**src/rtl/vending_pkg.sv**
```systemverilog
// Shared types and default widths for the multi-product vending controller.
package vending_pkg;

   typedef enum logic {
      LOAD   = 1'b0,
      ACTIVE = 1'b1
   } state_t;

   typedef enum logic [1:0] {
      ERR_NONE    = 2'd0,
      ERR_FUNDS   = 2'd1,
      ERR_SOLDOUT = 2'd2,
      ERR_BADSEL  = 2'd3
   } err_t;

   localparam int DEF_NUM_PROD = 4;
   localparam int DEF_PRICE_W  = 8;
   localparam int DEF_CREDIT_W = 10;
   localparam int DEF_STOCK_W  = 4;

endpackage

```
**src/rtl/vend_credit_acc.sv**
```systemverilog
// Saturating coin adder: adds an inserted coin to the credit unless the sum
// would overflow, in which case the coin is rejected and credit passes through.
module vend_credit_acc
   import vending_pkg::*;
#(
   parameter int PRICE_W  = DEF_PRICE_W,
   parameter int CREDIT_W = DEF_CREDIT_W
) (
   input  logic [CREDIT_W-1:0] credit_i,
   input  logic                coin_valid_i,
   input  logic [PRICE_W-1:0]  coin_in_i,
   output logic [CREDIT_W-1:0] eff_o,
   output logic                rej_o
);

   logic [CREDIT_W:0] sum;

   // One extra bit catches overflow past the top of the credit range
   always_comb begin
      sum   = {1'b0, credit_i} + {{(CREDIT_W + 1 - PRICE_W){1'b0}}, coin_in_i};
      eff_o = credit_i;
      rej_o = 1'b0;
      if (coin_valid_i) begin
         if (sum[CREDIT_W]) begin
            rej_o = 1'b1;
         end else begin
            eff_o = sum[CREDIT_W-1:0];
         end
      end
   end

endmodule

```
**src/rtl/vending_multi.sv**
```systemverilog
// Multi-product vending controller: sequential price load, then credit,
// selection, refund, change, per-product stock with restocking, error codes.
module vending_multi
   import vending_pkg::*;
#(
   parameter int NUM_PROD = DEF_NUM_PROD,
   parameter int PRICE_W  = DEF_PRICE_W,
   parameter int CREDIT_W = DEF_CREDIT_W,
   parameter int STOCK_W  = DEF_STOCK_W,
   localparam int SEL_W   = $clog2(NUM_PROD)
) (
   input  logic                clk,
   input  logic                rst,
   input  logic                price_valid,
   input  logic [PRICE_W-1:0]  price_in,
   input  logic                restock_valid,
   input  logic [SEL_W-1:0]    restock_idx,
   input  logic [STOCK_W-1:0]  restock_qty,
   input  logic                coin_valid,
   input  logic [PRICE_W-1:0]  coin_in,
   input  logic                sel_valid,
   input  logic [SEL_W-1:0]    sel_idx,
   input  logic                refund,
   output logic                ready,
   output logic [CREDIT_W-1:0] credit,
   output logic                vend_valid,
   output logic [SEL_W-1:0]    vend_idx,
   output logic                change_valid,
   output logic [CREDIT_W-1:0] change_amt,
   output logic                coin_rej,
   output logic                err_valid,
   output logic [1:0]          err_code
);

   state_t               state_q, state_d;
   logic [SEL_W-1:0]     ptr_q, ptr_d;
   logic [CREDIT_W-1:0]  credit_q, credit_d;
   logic [PRICE_W-1:0]   price_q [NUM_PROD];
   logic [PRICE_W-1:0]   price_d [NUM_PROD];
   logic [STOCK_W-1:0]   stock_q [NUM_PROD];
   logic [STOCK_W-1:0]   stock_d [NUM_PROD];

   logic                 vendValid_q, vendValid_d;
   logic [SEL_W-1:0]     vendIdx_q, vendIdx_d;
   logic                 changeValid_q, changeValid_d;
   logic [CREDIT_W-1:0]  changeAmt_q, changeAmt_d;
   logic                 coinRej_q, coinRej_d;
   logic                 errValid_q, errValid_d;
   err_t                 errCode_q, errCode_d;

   logic [CREDIT_W-1:0]  eff;
   logic                 accRej;
   logic                 selInRange;
   logic [PRICE_W-1:0]   selPrice;
   logic [STOCK_W-1:0]   selStock;
   logic                 doVend;
   logic [STOCK_W-1:0]   stockBase;
   logic [STOCK_W:0]     stockSum;

   vend_credit_acc #(
      .PRICE_W  (PRICE_W),
      .CREDIT_W (CREDIT_W)
   ) u_acc (
      .credit_i     (credit_q),
      .coin_valid_i (coin_valid),
      .coin_in_i    (coin_in),
      .eff_o        (eff),
      .rej_o        (accRej)
   );

   // Decoded lookup so out-of-range selections never index past the arrays
   always_comb begin
      selInRange = 1'b0;
      selPrice   = '0;
      selStock   = '0;
      for (int i = 0; i < NUM_PROD; i++) begin
         if (sel_idx == SEL_W'(i)) begin
            selInRange = 1'b1;
            selPrice   = price_q[i];
            selStock   = stock_q[i];
         end
      end
   end

   always_comb begin
      state_d       = state_q;
      ptr_d         = ptr_q;
      credit_d      = credit_q;
      price_d       = price_q;
      stock_d       = stock_q;
      vendValid_d   = 1'b0;
      vendIdx_d     = '0;
      changeValid_d = 1'b0;
      changeAmt_d   = '0;
      coinRej_d     = 1'b0;
      errValid_d    = 1'b0;
      errCode_d     = ERR_NONE;
      doVend        = 1'b0;
      stockBase     = '0;
      stockSum      = '0;

      case (state_q)
         LOAD: begin
            coinRej_d = coin_valid;
            if (sel_valid) begin
               errValid_d = 1'b1;
               errCode_d  = ERR_BADSEL;
            end
            if (price_valid) begin
               for (int i = 0; i < NUM_PROD; i++) begin
                  if (ptr_q == SEL_W'(i)) begin
                     price_d[i] = price_in;
                  end
               end
               if (ptr_q == SEL_W'(NUM_PROD - 1)) begin
                  ptr_d   = '0;
                  state_d = ACTIVE;
               end else begin
                  ptr_d = ptr_q + 1'b1;
               end
            end
         end

         ACTIVE: begin
            coinRej_d = accRej;
            credit_d  = eff;
            if (refund) begin
               changeValid_d = 1'b1;
               changeAmt_d   = eff;
               credit_d      = '0;
            end else if (sel_valid) begin
               if (!selInRange) begin
                  errValid_d = 1'b1;
                  errCode_d  = ERR_BADSEL;
               end else if (selStock == '0) begin
                  errValid_d = 1'b1;
                  errCode_d  = ERR_SOLDOUT;
               end else if (eff < CREDIT_W'(selPrice)) begin
                  errValid_d = 1'b1;
                  errCode_d  = ERR_FUNDS;
               end else begin
                  doVend        = 1'b1;
                  vendValid_d   = 1'b1;
                  vendIdx_d     = sel_idx;
                  changeValid_d = 1'b1;
                  changeAmt_d   = eff - CREDIT_W'(selPrice);
                  credit_d      = '0;
               end
            end

            // Vend decrement first, then saturating restock on the result
            for (int i = 0; i < NUM_PROD; i++) begin
               stockBase = stock_q[i];
               if (doVend && (sel_idx == SEL_W'(i))) begin
                  stockBase = stockBase - 1'b1;
               end
               if (restock_valid && (restock_idx == SEL_W'(i))) begin
                  stockSum   = {1'b0, stockBase} + {1'b0, restock_qty};
                  stock_d[i] = stockSum[STOCK_W] ? '1 : stockSum[STOCK_W-1:0];
               end else begin
                  stock_d[i] = stockBase;
               end
            end
         end

         default: state_d = LOAD;
      endcase
   end

   // Reset discards any pending credit without paying it out
   always_ff @(posedge clk) begin
      if (rst) begin
         state_q       <= LOAD;
         ptr_q         <= '0;
         credit_q      <= '0;
         vendValid_q   <= 1'b0;
         vendIdx_q     <= '0;
         changeValid_q <= 1'b0;
         changeAmt_q   <= '0;
         coinRej_q     <= 1'b0;
         errValid_q    <= 1'b0;
         errCode_q     <= ERR_NONE;
         for (int i = 0; i < NUM_PROD; i++) begin
            price_q[i] <= '0;
            stock_q[i] <= '0;
         end
      end else begin
         state_q       <= state_d;
         ptr_q         <= ptr_d;
         credit_q      <= credit_d;
         vendValid_q   <= vendValid_d;
         vendIdx_q     <= vendIdx_d;
         changeValid_q <= changeValid_d;
         changeAmt_q   <= changeAmt_d;
         coinRej_q     <= coinRej_d;
         errValid_q    <= errValid_d;
         errCode_q     <= errCode_d;
         for (int i = 0; i < NUM_PROD; i++) begin
            price_q[i] <= price_d[i];
            stock_q[i] <= stock_d[i];
         end
      end
   end

   assign ready        = (state_q == ACTIVE);
   assign credit       = credit_q;
   assign vend_valid   = vendValid_q;
   assign vend_idx     = vendIdx_q;
   assign change_valid = changeValid_q;
   assign change_amt   = changeAmt_q;
   assign coin_rej     = coinRej_q;
   assign err_valid    = errValid_q;
   assign err_code     = errCode_q;

endmodule

```
**config.mk**
```make
export PLATFORM = sky130hd
export DESIGN_NAME = vending_multi
export DESIGN_NICKNAME = d
export VERILOG_FILES = /design/src/rtl/vending_pkg.sv /design/src/rtl/vend_credit_acc.sv /design/src/rtl/vending_multi.sv
export SDC_FILE = /design/constraint.sdc
export NUM_CORES = 1
export LEC_CHECK = 0
export ABC_CLOCK_PERIOD_IN_PS = 7000
export CORE_UTILIZATION = 55
export CTS_CLUSTER_SIZE = 12
export DETAILED_ROUTE_END_ITERATION = 12
export PLACE_DENSITY_LB_ADDON = 0.12
export SLEW_MARGIN = 10
export SYNTH_ARGS = -nofsm -noshare
export SYNTH_HDL_FRONTEND = slang
export SYNTH_SLANG_ARGS = --single-unit
export TNS_END_PERCENT = 10
```
**constraint.sdc**
```tcl
create_clock -name clk -period 7 [get_ports clk]
set_clock_uncertainty 0.2 [all_clocks]
set_input_delay 1.4 -clock clk [delete_from_list [all_inputs] [get_ports clk]]
set_output_delay 1.4 -clock clk [all_outputs]
set_load 0.01 [all_outputs]
```
==> Word-level counts from Yosys, hierarchy flattened <==
Index checks and enable logic that the tools add are counted.
{ "word_totals": {"regBits": 79, "input_bits": 31, "out_inout_bits": 29, "word_cells": 129} }
{ "classes": {"n_mux": 68, "bitwise": 3, "eq_ne": 9, "n_reduce_logical": 19, "n_lt_le_gt_ge": 1, "n_addsub": 11} }
{ "op_table": {"columns": ["operator", "n"], "rows": [
  ["$mux 10", 12],
  ["$mux 4", 20],
  ["$mux 8", 4],
  ["$mux 1", 23],
  ["$add 4x4->5", 4],
  ["$sub 4x1->4 const B", 4],
  ["$eq 2x2->1 const B", 6],
  ["$mux 2", 6],
  ["$reduce_and 3->1", 4],
  ["$add 10x8->11", 1],
  ["$lt 10x8->1", 1],
  ["$sub 10x8->10", 1],
  ["$logic_and 1x1->1", 8],
  ["$reduce_or 7->1", 1],
  ["$eq 2x1->1 const B", 3],
  ["$logic_not 2->1", 3],
  ["$logic_not 4->1", 1],
  ["$pmux 1 s2", 2],
  ["$pmux 2 s2", 1],
  ["$not 1->1", 3],
  ["$add 2x1->2 const B", 1],
  ["$reduce_and 2->1", 1],
  ["$reduce_or 2->1", 1]
]} }

==> Logic depth before layout (Yosys ltp) <==
Gate-level depths: netlist (run 1).
{ "logic_depth": {"word_depth": 18, "mapped_depth": 27, "depth_no_buf": 26} }

==> Hierarchy <==
Synthesis (run 1) repeated with hierarchy kept, for this count alone.
{ "unflattened": {"cells_unflattened": 610, "hier_area_um2": 5198.7} }
{ "by_module_without_submodules": {"columns": ["module", "area_per_inst_um2", "cells_per_inst", "seq_area_each_um2", "n_inst"], "rows": [
  ["vending_multi", 4719.5, 545, 1581.5, 1],
  ["vend_credit_acc", 479.2, 65, 0.0, 1]
]} }

==> Worst setup path before layout (run 1) <==
No wires, ideal clock.
{ "synth_path": {"kind": "in2reg", "from": "input port coin_in[0]", "to": "register stock_q[14] (netlist bit)", "setup_time_ns": 0.116, "cell_stages": 25, "required_time_ns": 6.684, "n_path_buf": 1, "setup_slack_ns": 0.627, "arrival_ns": 6.058, "path_cell_list": "ha_1 -> inv_1 -> fa_1 -> nand2b_1 -> a21o_1 -> a22o_4 -> clkbuf_1 -> mux2i_1 -> ha_1 -> fa_1 -> inv_1 -> a21oi_1 -> a211oi_2 -> nor2_1 -> a31oi_2 -> o311ai_4 -> xnor2_1 -> ha_1 -> fa_1 -> and2_1 -> o21ai_0 -> nand4b_1 -> nor2_1 -> nor3_1 -> and3_1"} }
{ "synth_via": {"elab_chain_cells": 16} }
{ "synth_rtl": {"columns": ["item", "line", "rtl"], "rows": [
  ["start: declaration", "vending_multi.sv:20", "input logic [PRICE_W-1:0] coin_in,"],
  ["$add 10x8->11 *", "vend_credit_acc.sv:20", "sum = {1'b0, credit_i} + {{(CREDIT_W + 1 - PRICE_W){1'b0}}, coin_in_i};"],
  ["$mux 10 *", "vend_credit_acc.sv:24", "if (sum[CREDIT_W]) begin"],
  ["$mux 10 *", "vend_credit_acc.sv:23", "if (coin_valid_i) begin"],
  ["$lt 10x8->1 *", "vending_multi.sv:138", "end else if (eff < CREDIT_W'(selPrice)) begin"],
  ["$mux 1 *", "vending_multi.sv:138", null],
  ["$mux 1 *", "vending_multi.sv:135", "end else if (selStock == '0) begin"],
  ["$mux 1 *", null, null],
  ["$mux 1 *", "vending_multi.sv:131", "end else if (sel_valid) begin"],
  ["$mux 1 *", null, null],
  ["$mux 1 *", "vending_multi.sv:102", "case (state_q)"],
  ["$logic_and 1x1->1 *", "vending_multi.sv:154", "if (doVend && (sel_idx == SEL_W'(i))) begin"],
  ["$mux 4 *", "vending_multi.sv:154", null],
  ["$mux 4 *", "vending_multi.sv:102", null],
  ["$add 4x4->5", "vending_multi.sv:158", "stockSum = {1'b0, stockBase} + {1'b0, restock_qty};"],
  ["$mux 4", "vending_multi.sv:159", "stock_d[i] = stockSum[STOCK_W] ? '1 : stockSum[STOCK_W-1:0];"],
  ["$mux 4 *", "vending_multi.sv:157", "if (restock_valid && (restock_idx == SEL_W'(i))) begin"],
  ["end signal: indexed assignment", "vending_multi.sv:200", "stock_q[i] <= stock_d[i];"],
  ["end: declaration", "vending_multi.sv:40", "logic [STOCK_W-1:0] stock_q [NUM_PROD];"]
]} }
Mark *: on every way between the ends. The rest lies on a longest branch, timed or not. The select of a mux whose other input is x is not followed.
A chain may end at the register's enable or synchronous reset.

==> Worst setup path after layout (run 1) <==
{ "layout_path": {"from": "input port coin_in[0]", "to": "register stock_q[11] (netlist bit)"} }
The elaborated chain is that of the path after synthesis.

==> results of run 1 <==
-- final timing paths --
path | startpoint | endpoint | slack [ns] | cells past startpoint
worst min register to register | price_q[17] | price_q[17] | 0.26 | 2
worst max-delay path | coin_in[0] | stock_q[11] | 0.32 | 24
worst max register to register | credit[0] | stock_q[11] | 1.40 | 23
worst min-delay path | price_q[17] | price_q[17] | 0.26 | 2
-- cell type report --
class | instances | area [um2] | area share
repair buffers | 72 | 683 | 0.110
inverters | 30 | 113 | 0.0181
clock buffers | 9 | 124 | 0.0199
multi-input cells | 500 | 3470 | 0.558
clock inverters | 7 | 86.3 | 0.0139
flip-flops and latches | 79 | 1580 | 0.254
well taps | 129 | 161 | 0.0259
-- layout by cell type (no fill, tap or decap), types with 3 or more instances in the layout --
cell type,synthesis,routed
clkbuf_8,0,9
mux2_2,5,5
mux2i_1,5,5
o21ai_0,20,20
and3_1,5,5
nand2b_1,6,6
a311oi_1,6,6
o21ai_1,9,9
a211oi_1,3,3
a21oi_1,77,77
buf_4,0,13
nor2b_1,8,7
inv_1,29,29
mux4_2,8,8
nor3_1,11,11
a31oi_1,4,4
and2_1,4,4
o21bai_1,5,5
xnor2_1,18,18
or3_1,7,7
clkdlybuf4s50_1,0,58
ha_1,39,39
nor2_1,50,50
nand2_1,78,78
dfxtp_1,79,79
fa_1,6,6
a211oi_2,3,3
o22ai_1,4,4
o21a_1,5,5
nand3_1,48,48
nand3b_1,3,3
a21o_1,10,10
xor2_1,8,8
-- registers in the layout, indices dropped and copies added, names as in the netlist --
signal        cells
price_q          32
stock_q          16
change_amt       10
credit           10
err_code          2
ptr_q             2
vend_idx          2
change_valid      1
coin_rej          1
err_valid         1
ready             1
vend_valid        1
-- timing repair --
action / in CTS / in global routing
resized for setup: 0 / 0
endpoints found under the hold margin: 0 / 0
setup buffers: 0 / 2
setup endpoints to repair: 0 / 1
-- cells by family (layout without fill, tap and decap cells) --
| family | count (synthesis) | after routing | synth area share |
|---|---|---|---|
| muxes | 18 | 18 | 0.0544 |
| AOI/OAI and AO/OA | 175 | 175 | 0.235 |
| and+or+nand+nor | 235 | 235 | 0.210 |
| buffers and inverters | 55 | 118 | 0.0402 |
| adders and majority gates | 46 | 46 | 0.117 |
| DFF | 79 | 79 | 0.300 |
| xor gates and xnor gates | 26 | 26 | 0.0433 |
-- stage by stage --
step | hold WS [ns] | cells | area (um2)
2_1_floorplan | 0.233 | 634 | 5270
3_3_place_gp | 0.239 | 808 | 6000
3_5_place_dp | 0.249 | 808 | 6000
4_1_cts | 0.261 | 824 | 6210
5_1_grt | 0.285 | 826 | 6220
6_report | 0.260 | 826 | 6220
-- worst register-to-register path: stages (launching register included) --
cell and delay (ns):
dfxtp_1 0.39, ha_1 0.19, inv_1 0.05, fa_1 0.38
nand2b_1 0.17, a21o_1 0.21, a22o_4 0.30, mux2i_1 0.17
ha_1 0.24, fa_1 0.42, inv_1 0.10, a21oi_1 0.13
a211oi_2 0.29, nor2_1 0.09, a31o_2 0.29, a31oi_4 0.33
nor2_1 0.07, a21oi_1 0.25, ha_1 0.29, a21o_1 0.15
a21oi_1 0.17, xnor2_1 0.15, nor2_1 0.08, a2111oi_2 0.36
-- power breakdown --
group | internal [mW] | leakage [nW] | switching, mW | total, mW
Clock | 0.173 | 0.104 | 0.194 | 0.367
Combinational | 0.0749 | 1.57 | 0.105 | 0.179
Sequential | 0.458 | 0.640 | 0.00459 | 0.463
-- metal layers --
metal,vias up,share of wire,GRT usage
li1,2409,-,-
met1,2325,0.44,0.362
met2,157,0.49,0.501
met3,19,0.057,0.0474
met4,0,0.014,0.0814
met5,-,0,0
==> out/results.ini, run 1 <==
[outcome]
run_status = finished, final reports clean

[die]
coreArea_mm2 = 0.00924
ioPinCount = 60
placement_rows = 35
start_util = 0.570
die_h_um = 99.8
floorplan.die_area_mm2 = 0.00997
die_width_um = 99.8

[power]
power.leakage_nw = 2.32
worst_ir_drop_vdd_mv = 0.0958
power-per-cell-area_mw_per_mm2 = 162
p_total_mw = 1.01

[clock_tree]
clkSinkCount = 79
worst_skew_pair.late_latency_ns = 0.37
tritoncts.num_buffers = 9
ctsHtreeMaxLevel = 3
cts_tree = built
clock_tree.root_cell = clkbuf_8
clock_pin_slew_of_the_registers_on_the_worst_case_setup_and_hold_paths_ns = 0.09
cts.hold.buffers_added = 0
cts_buffer_depth = 2

[sta]
fmaxAchievable_mhz = 150
final_hold_viol_count = 0
setup-violations-final = 0
timing.final.crit_share = 0.954
worst_max_slew_pin_slew_ns = 0.892
rsz0062_at_grt = false
setup_tns_ns = 0
timing.final.crit_period_ns = 6.68
number_of_pins_exceeding_their_max_slew_limit_in_the_final_report = 0
slew_hr = 0.402
timing.final.ws_setup_ns = 0.325

[synth]
synth.top_cells.by_count = 79 x dfxtp_1, 78 x nand2_1, 77 x a21oi_1
dominantRegCellSynth = dfxtp_1
synth.top_cell.area_share = 0.300
netlist_top_cells_area = dfxtp_1 30%, ha_1 9.3%, a21oi_1 7.3%
number_of_distinct_library_cells_after_synthesis = 68
synth.yosys.seq_area_share = 0.300
number_of_enable_flip_flop_cells_after_synthesis = 0
synth_warn = 0
synthesis.instances = 634
synth-seq-cells = 79
postSynthNetCount = 710
synthesis.area_mm2 = 0.00527
postSynth.asyncResetShare = 0
post-synth-top-count-cell = dfxtp_1
synthesis.area_per_instance_um2 = 8.30
cell_type_with_the_largest_total_area_after_synthesis = dfxtp_1

[place]
gp_congestion = 0.924
detailedPlace.worstSlack_ns = -0.00175
portBuffers = 59
detailedPlacementHpwl_um = 9970

[final_layout]
syn2layout_area_growth_pct = 18.2
layout.nets = 768
layout-drive-gt1-share = 0.0933
postLayoutCoreUtil = 0.674
inserted_diodes = 0
final.fill_count = 764

[run]
max-cap-violations = 0

[route]
route.detailed.vias_per_inst = 5.94
vias = 4910
iteration_count_of_the_initial_detailed_routing_pass = 5
detailed_route_wire_length_um = 13500
wl_per_cell_um = 16.3
ant_nets = 0
drc = 0
dr.first_iter.drc_count = 232

[grt]
global_route.overflow_total = 0
grt_first_pass_wirelength_um = 22700
initial_antenna_violation_count = 0
grtUsageTotal = 0.286
vias_in_the_first_global_route = 4884
pin_count_of_the_biggest_net_entering_global_routing = 68

[critical_path]
cp-start-kind = input port
crit_type = input port to register
timing.critical_path.required_ns = 7.06
slowest_delay_ns = 0.46
path_delay_family = compound AO/OA/AOI/OAI gates
critical_path_peak_fanout = 13
timing.critical_path.buf_inv = 3
critPathSlowestCell = clkdlybuf4s50_1
timing.critical_path.cells = clkdlybuf4s50_1 > ha_1 > inv_1 > fa_1 > nand2b_1 > a21o_1 > a22o_4 > mux2i_1 > ha_1 > fa_1 > inv_1 > a21oi_1 > a211oi_2 > nor2_1 > a31o_2 > a31oi_4 > nor2_1 > a21oi_1 > ha_1 > a21o_1 > a21oi_1 > xnor2_1 > nor2_1 > a2111oi_2
crit_path_end_kind = register
critPathArrivalTime_ns = 6.73

[min_path]
holdCritPathClass = register to register

Note: power is estimated with default switching activity, not from simulation.
==> inputs of run 2 (changes only) <==
Settings changed: MAX_ROUTING_LAYER set to met4, REMOVE_ABC_BUFFERS set to 1.
==> run 2 against run 1 <==
Net effect: clock power is essentially flat; routed wire length shrank 2.7%; via count shrank 0.88%; clock-buffer cell count grew 1; maximum frequency grew 1.3%; sequential share of layout area grew 0.082 points; largest cell class unchanged; largest power group unchanged.
==> out/results.ini, run 2 (synthesis gave the netlist of run 1 again) <==
[critical_path]
path_delay_family = adder cells
crit_type = input port to register
critPathSlowestCell = clkdlybuf4s50_1
critPathArrivalTime_ns = 6.66  ; -0.07 ns
rr_endpoint = stock_q[14]
timing.critical_path.required_ns = 7.06  ; about the same
worst_flop_to_flop_path_startpoint = credit[0]
cp-start-kind = input port
slowest_delay_ns = 0.46  ; about the same
crit_path_end_kind = register
timing.critical_path.buf_inv = 3  ; unchanged
reg2reg_setup_slack_ns = 1.51  ; +0.11 ns
timing.reg2reg.worst_path_depth = 24  ; +4.3%
critical_path_peak_fanout = 13  ; unchanged

[run]
max-cap-violations = 0  ; unchanged

[grt]
global_route.overflow_total = 0  ; unchanged
initial_antenna_violation_count = 0  ; unchanged
grt_first_pass_wirelength_um = 21600  ; -5.0%
pin_count_of_the_biggest_net_entering_global_routing = 42  ; -38%
grtUsageTotal = 0.280  ; -0.00586
vias_in_the_first_global_route = 4649  ; -4.8%

[sta]
slew_hr = 0.399  ; -0.00320
timing.final.crit_period_ns = 6.59  ; -0.0846 ns
fmaxAchievable_mhz = 152  ; +1.3%
timing.final.crit_share = 0.942  ; -0.0121
rsz0062_at_grt = false
number_of_pins_exceeding_their_max_slew_limit_in_the_final_report = 0  ; unchanged
worst_max_slew_pin_slew_ns = 0.900  ; +0.00837 ns
final_hold_viol_count = 0  ; unchanged
setup-violations-final = 0  ; unchanged
timing.final.ws_setup_ns = 0.409  ; +0.0846 ns
setup_tns_ns = 0  ; unchanged

[clock_tree]
clock_pin_slew_of_the_registers_on_the_worst_case_setup_and_hold_paths_ns = 0.09  ; about the same
clock_tree.root_cell = clkbuf_8
cts_buffer_depth = 2  ; unchanged
worst_skew_pair.late_latency_ns = 0.37  ; about the same
cts_resized = 0  ; unchanged
cts_tree = built
ctsHtreeMaxLevel = 3  ; unchanged
cts_setup_buffers = 0  ; unchanged
cts.hold.buffers_added = 0  ; unchanged
tritoncts.num_buffers = 9  ; unchanged
clkSinkCount = 79  ; unchanged

[route]
dr.first_iter.drc_count = 197  ; -15%
ant_nets = 0  ; unchanged
drc = 0  ; unchanged
detailed_route_wire_length_um = 13100  ; -2.7%
vias = 4867  ; -0.88%
met3RoutedLength_um = 570  ; -26%
highest-signal-layer = met4
route.detailed.vias_per_inst = 5.91  ; -0.51%
wirelength_met1_um = 5920  ; +0.71%
wl_met2_um = 6420  ; -3.8%
wl_per_cell_um = 16.0  ; -2.4%
iteration_count_of_the_initial_detailed_routing_pass = 4  ; -1

[power]
power.leakage_nw = 2.31  ; -0.52%
worst_ir_drop_vdd_mv = 0.128  ; +33%
power-per-cell-area_mw_per_mm2 = 163  ; +0.31%

[die]
coreArea_mm2 = 0.00924  ; unchanged
die_width_um = 99.8  ; unchanged
placement_rows = 35  ; unchanged
die_h_um = 99.8  ; unchanged
floorplan.die_area_mm2 = 0.00997  ; unchanged
start_util = 0.570  ; unchanged
ioPinCount = 60  ; unchanged

[place]
portBuffers = 59  ; unchanged
gp_congestion = 0.906  ; -1.9%
detailedPlace.worstSlack_ns = 0.0594  ; +0.0611 ns
detailedPlacementHpwl_um = 9770  ; -2.0%
placed_cells = 807  ; -0.12%

[final_layout]
inserted_diodes = 0  ; unchanged
layout-drive-gt1-share = 0.0893  ; -0.00392
layout_commonest_cell = dfxtp_1
final.fill_count = 803  ; +5.1%
mostFrequentLayoutCells = 79 x dfxtp_1, 78 x nand2_1, 77 x a21oi_1, 58 x clkdlybuf4s50_1, 50 x nor2_1
layout.nets = 765  ; -0.39%
largest_register = price_q
syn2layout_area_growth_pct = 17.8
largest_register_ff_count = 32  ; unchanged
final-instance-count-excl-fill = 823  ; -0.36%
postLayoutCoreUtil = 0.671  ; -0.00217
largest_registers = price_q (32), stock_q (16)

[min_path]
holdCritStartpoint = price_q[21]
hold_end = price_q[21]
whs_path_depth = 2  ; unchanged
holdCritPathClass = register to register

[outcome]
run_status = finished, final reports clean

run 2: worst min-delay path: stages (launching register included):
cell and delay (ns):
dfxtp_1 0.32, nand2_1 0.05, a21oi_1 0.05
run 2: how the worst max path moves through the flow:
stage / startpoint / to / slack, ns / cells past startpoint
after floorplan: coin_in[0] / stock_q[14] / 0.83 / 24
after global placement: coin_in[0] / stock_q[14] / 0.20 / 25
after detailed placement: coin_in[0] / stock_q[8] / 0.06 / 24
after CTS: coin_in[0] / stock_q[8] / 0.44 / 24
after global routing: coin_in[0] / stock_q[14] / 0.03 / 23
final: coin_in[0] / stock_q[14] / 0.41 / 25
run 2: cell type report:
type	instances	area (um2)	area share
Clock buffer	10	138	0.0222
Clock inverter	6	75.1	0.0121
Inverter	30	113	0.0182
Multi-Input combinational cell	500	3470	0.560
Sequential cell	79	1580	0.255
Tap cell	129	161	0.0260
Timing Repair Buffer	69	661	0.106
run 2: per-layer routing:
| layer | track usage | up-vias |
|---|---|---|
| met5 | - | - |
| met4 | 0.0781 | 0 |
| met3 | 0.0467 | 19 |
| met2 | 0.473 | 128 |
| met1 | 0.346 | 2324 |
| li1 | - | 2396 |
run 2: metrics by stage:
stage / area [um2] / power [mW] / hold WS [ns]
2_1_floorplan: 5170 / 0.580 / 0.227
3_3_place_gp: 5990 / 0.644 / 0.240
3_5_place_dp: 5990 / 0.649 / 0.246
4_1_cts: 6200 / 1.01 / 0.258
5_1_grt: 6200 / 1.05 / 0.277
6_report: 6200 / 1.01 / 0.258
run 2: power breakdown:
part | switching [mW] | total [mW] | internal (mW)
logic | 0.103 | 0.177 | 0.0749
clock network | 0.188 | 0.369 | 0.180
registers | 0.00472 | 0.463 | 0.458
